`config.mk`:
```
export PLATFORM = sky130hd
export DESIGN_NAME = fetch_stage
export DESIGN_NICKNAME = d
export VERILOG_FILES = /design/src/rtl/cpu_pkg.sv /design/src/rtl/ifid_register.sv /design/src/rtl/fetch_stage.sv
export SDC_FILE = /design/constraint.sdc
export NUM_CORES = 1
export LEC_CHECK = 0
export CAP_MARGIN = 20
export CELL_PAD_IN_SITES_DETAIL_PLACEMENT = 1
export CELL_PAD_IN_SITES_GLOBAL_PLACEMENT = 2
export CORE_ASPECT_RATIO = 1.25
export CORE_MARGIN = 2
export CORE_UTILIZATION = 33
export DETAILED_ROUTE_END_ITERATION = 8
export PLACE_DENSITY = 0.86
export SYNTH_ARGS = -nofsm -noshare
export SYNTH_HDL_FRONTEND = slang
export SYNTH_SLANG_ARGS = --single-unit
export TNS_END_PERCENT = 10
```
`constraint.sdc`:
```
create_clock -name clock -period 3.3 [get_ports clock]
set_clock_uncertainty 0.1 [all_clocks]
set_input_delay 0.66 -clock clock [delete_from_list [all_inputs] [get_ports clock]]
set_output_delay 0.66 -clock clock [all_outputs]
set_load 0.005 [all_outputs]
```
`src/rtl/cpu_pkg.sv`:
```
// Shared CPU front-end types: fetch FSM states, NOP encoding and reset PC default.
// Latency: none (declarations only).
// Backpressure: not applicable.
package cpu_pkg;

   typedef enum logic [1:0] {
      FETCH  = 2'd0,
      HOLD   = 2'd1,
      DRAIN  = 2'd2,
      HALTED = 2'd3
   } fetch_state_t;

   localparam logic [15:0] NOP_INSTR        = 16'h0000;
   localparam logic [15:0] DEFAULT_RESET_PC = 16'h0000;

   // Word-address increment; wraps 16'hFFFF to 16'h0000.
   function automatic logic [15:0] addr_inc(input logic [15:0] addr);
      return addr + 16'd1;
   endfunction

endpackage

```
`src/rtl/ifid_register.sv`:
```
// IF/ID pipeline register holding instruction, its PC and a valid flag.
// Latency: 1 cycle from load/clear to outputs.
// Backpressure: holds contents whenever neither load nor clear is asserted.
module ifid_register
   import cpu_pkg::*;
(
   input  logic        clock,
   input  logic        reset,
   input  logic        load,
   input  logic        clear,
   input  logic [15:0] load_instr,
   input  logic [15:0] load_pc,
   output logic [15:0] instr,
   output logic [15:0] pc,
   output logic        valid
);

   // Load wins over clear; a clear turns the slot into a bubble but keeps the PC for debug visibility.
   always_ff @(posedge clock or negedge reset) begin
      if (!reset) begin
         instr <= NOP_INSTR;
         pc    <= 16'h0000;
         valid <= 1'b0;
      end else if (load) begin
         instr <= load_instr;
         pc    <= load_pc;
         valid <= 1'b1;
      end else if (clear) begin
         instr <= NOP_INSTR;
         valid <= 1'b0;
      end
   end

endmodule

```
`src/rtl/fetch_stage.sv`:
```
// Instruction fetch: issues word requests, handles stall/branch/halt and fills IF/ID.
// Latency: IF/ID updated the cycle after the memory response (or after stall release from HOLD).
// Backpressure: stall parks an accepted response in a hold buffer; requests are never withdrawn.
module fetch_stage
   import cpu_pkg::*;
#(
   parameter logic [15:0] RESET_PC = DEFAULT_RESET_PC
)
(
   input  logic        clock,
   input  logic        reset,
   input  logic        stall,
   input  logic        branchTaken,
   input  logic [15:0] branchTarget,
   input  logic        halt,
   input  logic        imemValid,
   input  logic [15:0] imemData,
   output logic        imemReq,
   output logic [15:0] imemAddr,
   output logic [15:0] pcNext,
   output logic        pcWrite,
   output logic [15:0] ifidInstr,
   output logic [15:0] ifidPc,
   output logic        ifidValid
);

   fetch_state_t state, state_next;
   logic [15:0]  req_addr, req_addr_next;
   logic [15:0]  hold_instr, hold_instr_next;
   logic [15:0]  hold_pc, hold_pc_next;
   logic [15:0]  redirect_addr, redirect_addr_next;
   logic         halt_pending, halt_pending_next;
   logic         halt_active;

   logic         ifid_load;
   logic         ifid_clear;
   logic [15:0]  ifid_load_instr;
   logic [15:0]  ifid_load_pc;

   // A halt seen this cycle counts immediately, later cycles rely on the sticky flag.
   assign halt_active = halt | halt_pending;

   assign imemReq  = (state == FETCH) || (state == DRAIN);
   assign imemAddr = req_addr;

   // Next-state and IF/ID control; priority is halt completion, then branch, then stall.
   always_comb begin
      state_next         = state;
      req_addr_next      = req_addr;
      hold_instr_next    = hold_instr;
      hold_pc_next       = hold_pc;
      redirect_addr_next = redirect_addr;
      halt_pending_next  = halt_pending | halt;
      pcWrite            = 1'b0;
      pcNext             = req_addr;
      ifid_load          = 1'b0;
      ifid_clear         = 1'b0;
      ifid_load_instr    = imemData;
      ifid_load_pc       = req_addr;

      case (state)
         FETCH: begin
            if (imemValid && halt_active) begin
               state_next = HALTED;
            end else if (branchTaken) begin
               pcWrite    = 1'b1;
               pcNext     = branchTarget;
               ifid_clear = 1'b1;
               if (imemValid) begin
                  req_addr_next = branchTarget;
               end else begin
                  // The in-flight request must still complete; remember where to go after it.
                  redirect_addr_next = branchTarget;
                  state_next         = DRAIN;
               end
            end else if (imemValid && stall) begin
               hold_instr_next = imemData;
               hold_pc_next    = req_addr;
               state_next      = HOLD;
            end else if (imemValid) begin
               ifid_load     = 1'b1;
               pcWrite       = 1'b1;
               pcNext        = addr_inc(req_addr);
               req_addr_next = addr_inc(req_addr);
            end else if (!stall) begin
               ifid_clear = 1'b1;
            end
         end

         HOLD: begin
            if (halt_active) begin
               state_next = HALTED;
            end else if (branchTaken) begin
               pcWrite       = 1'b1;
               pcNext        = branchTarget;
               ifid_clear    = 1'b1;
               req_addr_next = branchTarget;
               state_next    = FETCH;
            end else if (!stall) begin
               ifid_load       = 1'b1;
               ifid_load_instr = hold_instr;
               ifid_load_pc    = hold_pc;
               pcWrite         = 1'b1;
               pcNext          = addr_inc(hold_pc);
               req_addr_next   = addr_inc(hold_pc);
               state_next      = FETCH;
            end
         end

         DRAIN: begin
            if (imemValid && halt_active) begin
               state_next = HALTED;
            end else if (branchTaken) begin
               pcWrite    = 1'b1;
               pcNext     = branchTarget;
               ifid_clear = 1'b1;
               if (imemValid) begin
                  req_addr_next = branchTarget;
                  state_next    = FETCH;
               end else begin
                  redirect_addr_next = branchTarget;
               end
            end else begin
               ifid_clear = !stall;
               if (imemValid) begin
                  req_addr_next = redirect_addr;
                  state_next    = FETCH;
               end
            end
         end

         HALTED: begin
            state_next = HALTED;
         end

         default: begin
            state_next = FETCH;
         end
      endcase
   end

   // Fetch state registers; reset abandons any outstanding request.
   always_ff @(posedge clock or negedge reset) begin
      if (!reset) begin
         state         <= FETCH;
         req_addr      <= RESET_PC;
         hold_instr    <= NOP_INSTR;
         hold_pc       <= 16'h0000;
         redirect_addr <= 16'h0000;
         halt_pending  <= 1'b0;
      end else begin
         state         <= state_next;
         req_addr      <= req_addr_next;
         hold_instr    <= hold_instr_next;
         hold_pc       <= hold_pc_next;
         redirect_addr <= redirect_addr_next;
         halt_pending  <= halt_pending_next;
      end
   end

   ifid_register u_ifid (
      .clock      (clock),
      .reset      (reset),
      .load       (ifid_load),
      .clear      (ifid_clear),
      .load_instr (ifid_load_instr),
      .load_pc    (ifid_load_pc),
      .instr      (ifidInstr),
      .pc         (ifidPc),
      .valid      (ifidValid)
   );

endmodule

```
==> impl_metrics.ini <==
[sta]
fin_crit_ns = 3.33
fin_ws_ns = -0.0271
fin_crit_sh = 1.01
fmax_mhz = 301
final-hold-violation-count = 0
rsz0062_at_grt = true
worst_slew_pin_slew_ns = 0.779
fin_setup_tns_ns = -0.0271
setup_viol = 1
slew_viol_final = 0
fin_hold_ws_ns = 0.272
max_slew_margin = 0.480

[run_status]
violations = negative setup slack
status = complete, but fails checks

[logic_synthesis]
ys_seq_area_frac = 0.359
synth_mux_area_frac = 0.0905
synth.top_cells.by_count = dfrtp_1 (100), nand2_1 (100), a21oi_1 (83), nor2_1 (74), o21ai_0 (53)
async_reset_ff_frac = 1.00
syn_nets = 890
synth_simple_gate_area_frac = 0.192
synthTopCellsByArea = dfrtp_1 (36%), mux2_2 (6.3%), a21oi_1 (6.0%), nand2_1 (5.4%), nor2_1 (4.0%)
synth_top_cell_by_area = dfrtp_1
synth_area_mm2 = 0.00697
ys_seq_elements = 100
synth_edf_count = 0
synth_ff_type = dfrtp_1
synth_adder_area_share = 0.0108
yosysUniqueCellTypes = 79
synth_xor_area_frac = 0.0176
synth.avg_cell_area_um2 = 8.23
synth_compound_area_frac = 0.268
synth_top_family_by_area = compound AO/OA/AOI/OAI gates
synth_top_area_share = 0.359
syn_inst = 846
yosysWarnings = 0

[global_routing]
grt_start_max_net_pins = 49
overflow = 0
grt_pass1_wl_um = 47800
grt_pass1_vias = 8387
grtUsageTotal = 0.275
antenna_found_initial = 0

[worst_setup_path]
cp_max_fo = 5
crit_path_end_kind = primary output
critPathLaunchType = input port
required_ns = 2.54
path_class = input port to primary output
cp_data_arrival_time_ns = 2.57

[job]
drv_cap = 0

[drt]
dr.pass1.iters = 5
wl_met3_um = 2030
vias = 7945
top_layer = met4
viasPerCell = 5.97
postRouteAntennaNets = 0
drt-initial-drc-count = 556
wl_per_cell_um = 22.9
drc_errors = 0
dr_wl_met2_um = 14500
drt_wl_total_um = 30400
met1_length_um = 12700

[cts]
ctsHoldBuffers = 0
cts.path.max_buffers = 2
htree_levels = 3
clock_sinks = 100
numCtsBuffers = 9
cts_tree = built
clockRootBuffer = clkbuf_16
clk_latency_ns = 0.36
path_clk_slew_ns = 0.08

[power]
p_per_area_mw_per_mm2 = 800
p_leak_nw = 4.27
finalPower_mw = 7.91
vdd_drop_max_mv = 0.343

[layout]
stdcell_area_mm2 = 0.00989
fill_cells = 2432
final_nets = 1096
fin_cells = 1331
final_layout_size_suffix_gt1_frac = 0.279
multi_input_area_mm2 = 0.00430
seq_area_mm2 = 0.00250
area_growth_pct = 41.9
diodes = 0
postLayoutCoreUtil = 0.477

[floorplanning]
coreArea_mm2 = 0.0207
die_x_um = 134
start_util = 0.336
die_area_mm2 = 0.0223
io_pins = 105
row_count = 59
die_h_um = 166

[placed_design]
placedCellCount = 1300
gp_congestion = 0.921
port_buffers = 104
pre_cts_ws_ns = -0.693
placed_cell_area_mm2 = 0.00923
dp_hpwl_um = 21700

[hold_path]
holdCritPathClass = input port to asynchronous set/reset pin
## worst paths after layout
path | cells after the start | to | slack, ns | from
min in group clock | 1 | hold_instr[3] | 0.41 | hold_instr[3]
max in group asynchronous | 2 | hold_pc[6] | 2.05 | reset
worst min register to register | 1 | hold_instr[3] | 0.41 | hold_instr[3]
worst max-delay path | 10 | pcNext[8] | -0.03 | stall
worst min-delay path | 1 | imemAddr[2] | 0.27 | reset
worst max register to register | 8 | imemAddr[5] | 0.66 | state[0]
## what timing repair did
item                       CTS  global route
setup buffers                8             7
pin swaps                   25            21
setup endpoints to repair   17            17
resized for setup           79            40
## where the power goes
group / switching, mW / total (mW) / internal, mW / leakage (nW)
sequential: 0.362 / 2.02 / 1.66 / 1.29
combinational: 2.62 / 4.74 / 2.12 / 2.84
clock: 0.553 / 1.16 / 0.603 / 0.146
## per-layer routing
metal	track usage	vias to the layer above
met1	0.356	4003
met5	0	-
met4	0.121	0
met2	0.449	326
li1	-	3533
met3	0.0447	83
## cell type report
type / instances / share of cell area
multi-input combinational: 646 / 0.434
sequential: 100 / 0.253
clock buffer: 11 / 0.0235
timing repair buffer: 275 / 0.240
clock inverter: 5 / 0.00658
tap: 274 / 0.0347
inverter: 20 / 0.00785
## cell families after synthesis
logic type | count (synthesis)
AO/OA/AOI/OAI | 286
XOR/XNOR | 14
adder cells (fa/ha/maj) | 6
buffers and inverters | 100
flip-flops | 100
multiplexers | 58
AND/OR/NAND/NOR | 282
## worst max-delay path, cell delays in order
cell and delay, ns:
dlygate4sd2_1 0.25, buf_6 0.14, nand3b_1 0.16, buf_6 0.15
or3_4 0.38, buf_4 0.16, nand2_1 0.10, a21oi_2 0.06
o32a_1 0.29, clkdlybuf4s15_1 0.20
## placed cells by master, fill, tap and decap left out, types with 5 or more instances in the layout
cell type        Yosys  routed
a211oi_1             6       5
a21o_1               7       7
a21oi_1             83      80
a31oi_1             20      19
and3_1               7       7
buf_12               0       5
buf_2               29       6
buf_4                2     156
buf_6                1      10
clkbuf_16            0       9
clkbuf_2             1       6
clkdlybuf4s50_1      0      82
dfrtp_1            100      99
inv_1               17      15
mux2_2              39      39
mux2i_1             18      18
nand2_1            100      95
nand2_2              1       6
nand3_1             32      29
nand4_1              9       9
nor2_1              74      70
nor3_1              12       8
o211ai_1            20      20
o21a_1               7       6
o21ai_0             53      49
o21ai_1              7      10
o221ai_1            20      19
o22ai_1             10      10
xnor2_1              9       9
xor2_1               5       5
## registers in the layout, summed over array words and instances, names as in the netlist
| register | cells |
|---|---|
| redirect_addr | 16 |
| u_ifid.instr | 16 |
| u_ifid.pc | 16 |
| hold_pc | 16 |
| imemAddr | 16 |
| u_ifid.valid | 1 |
| halt_pending | 1 |
| state | 2 |
| hold_instr | 16 |
No activity file was read; power rests on OpenSTA's default activity.
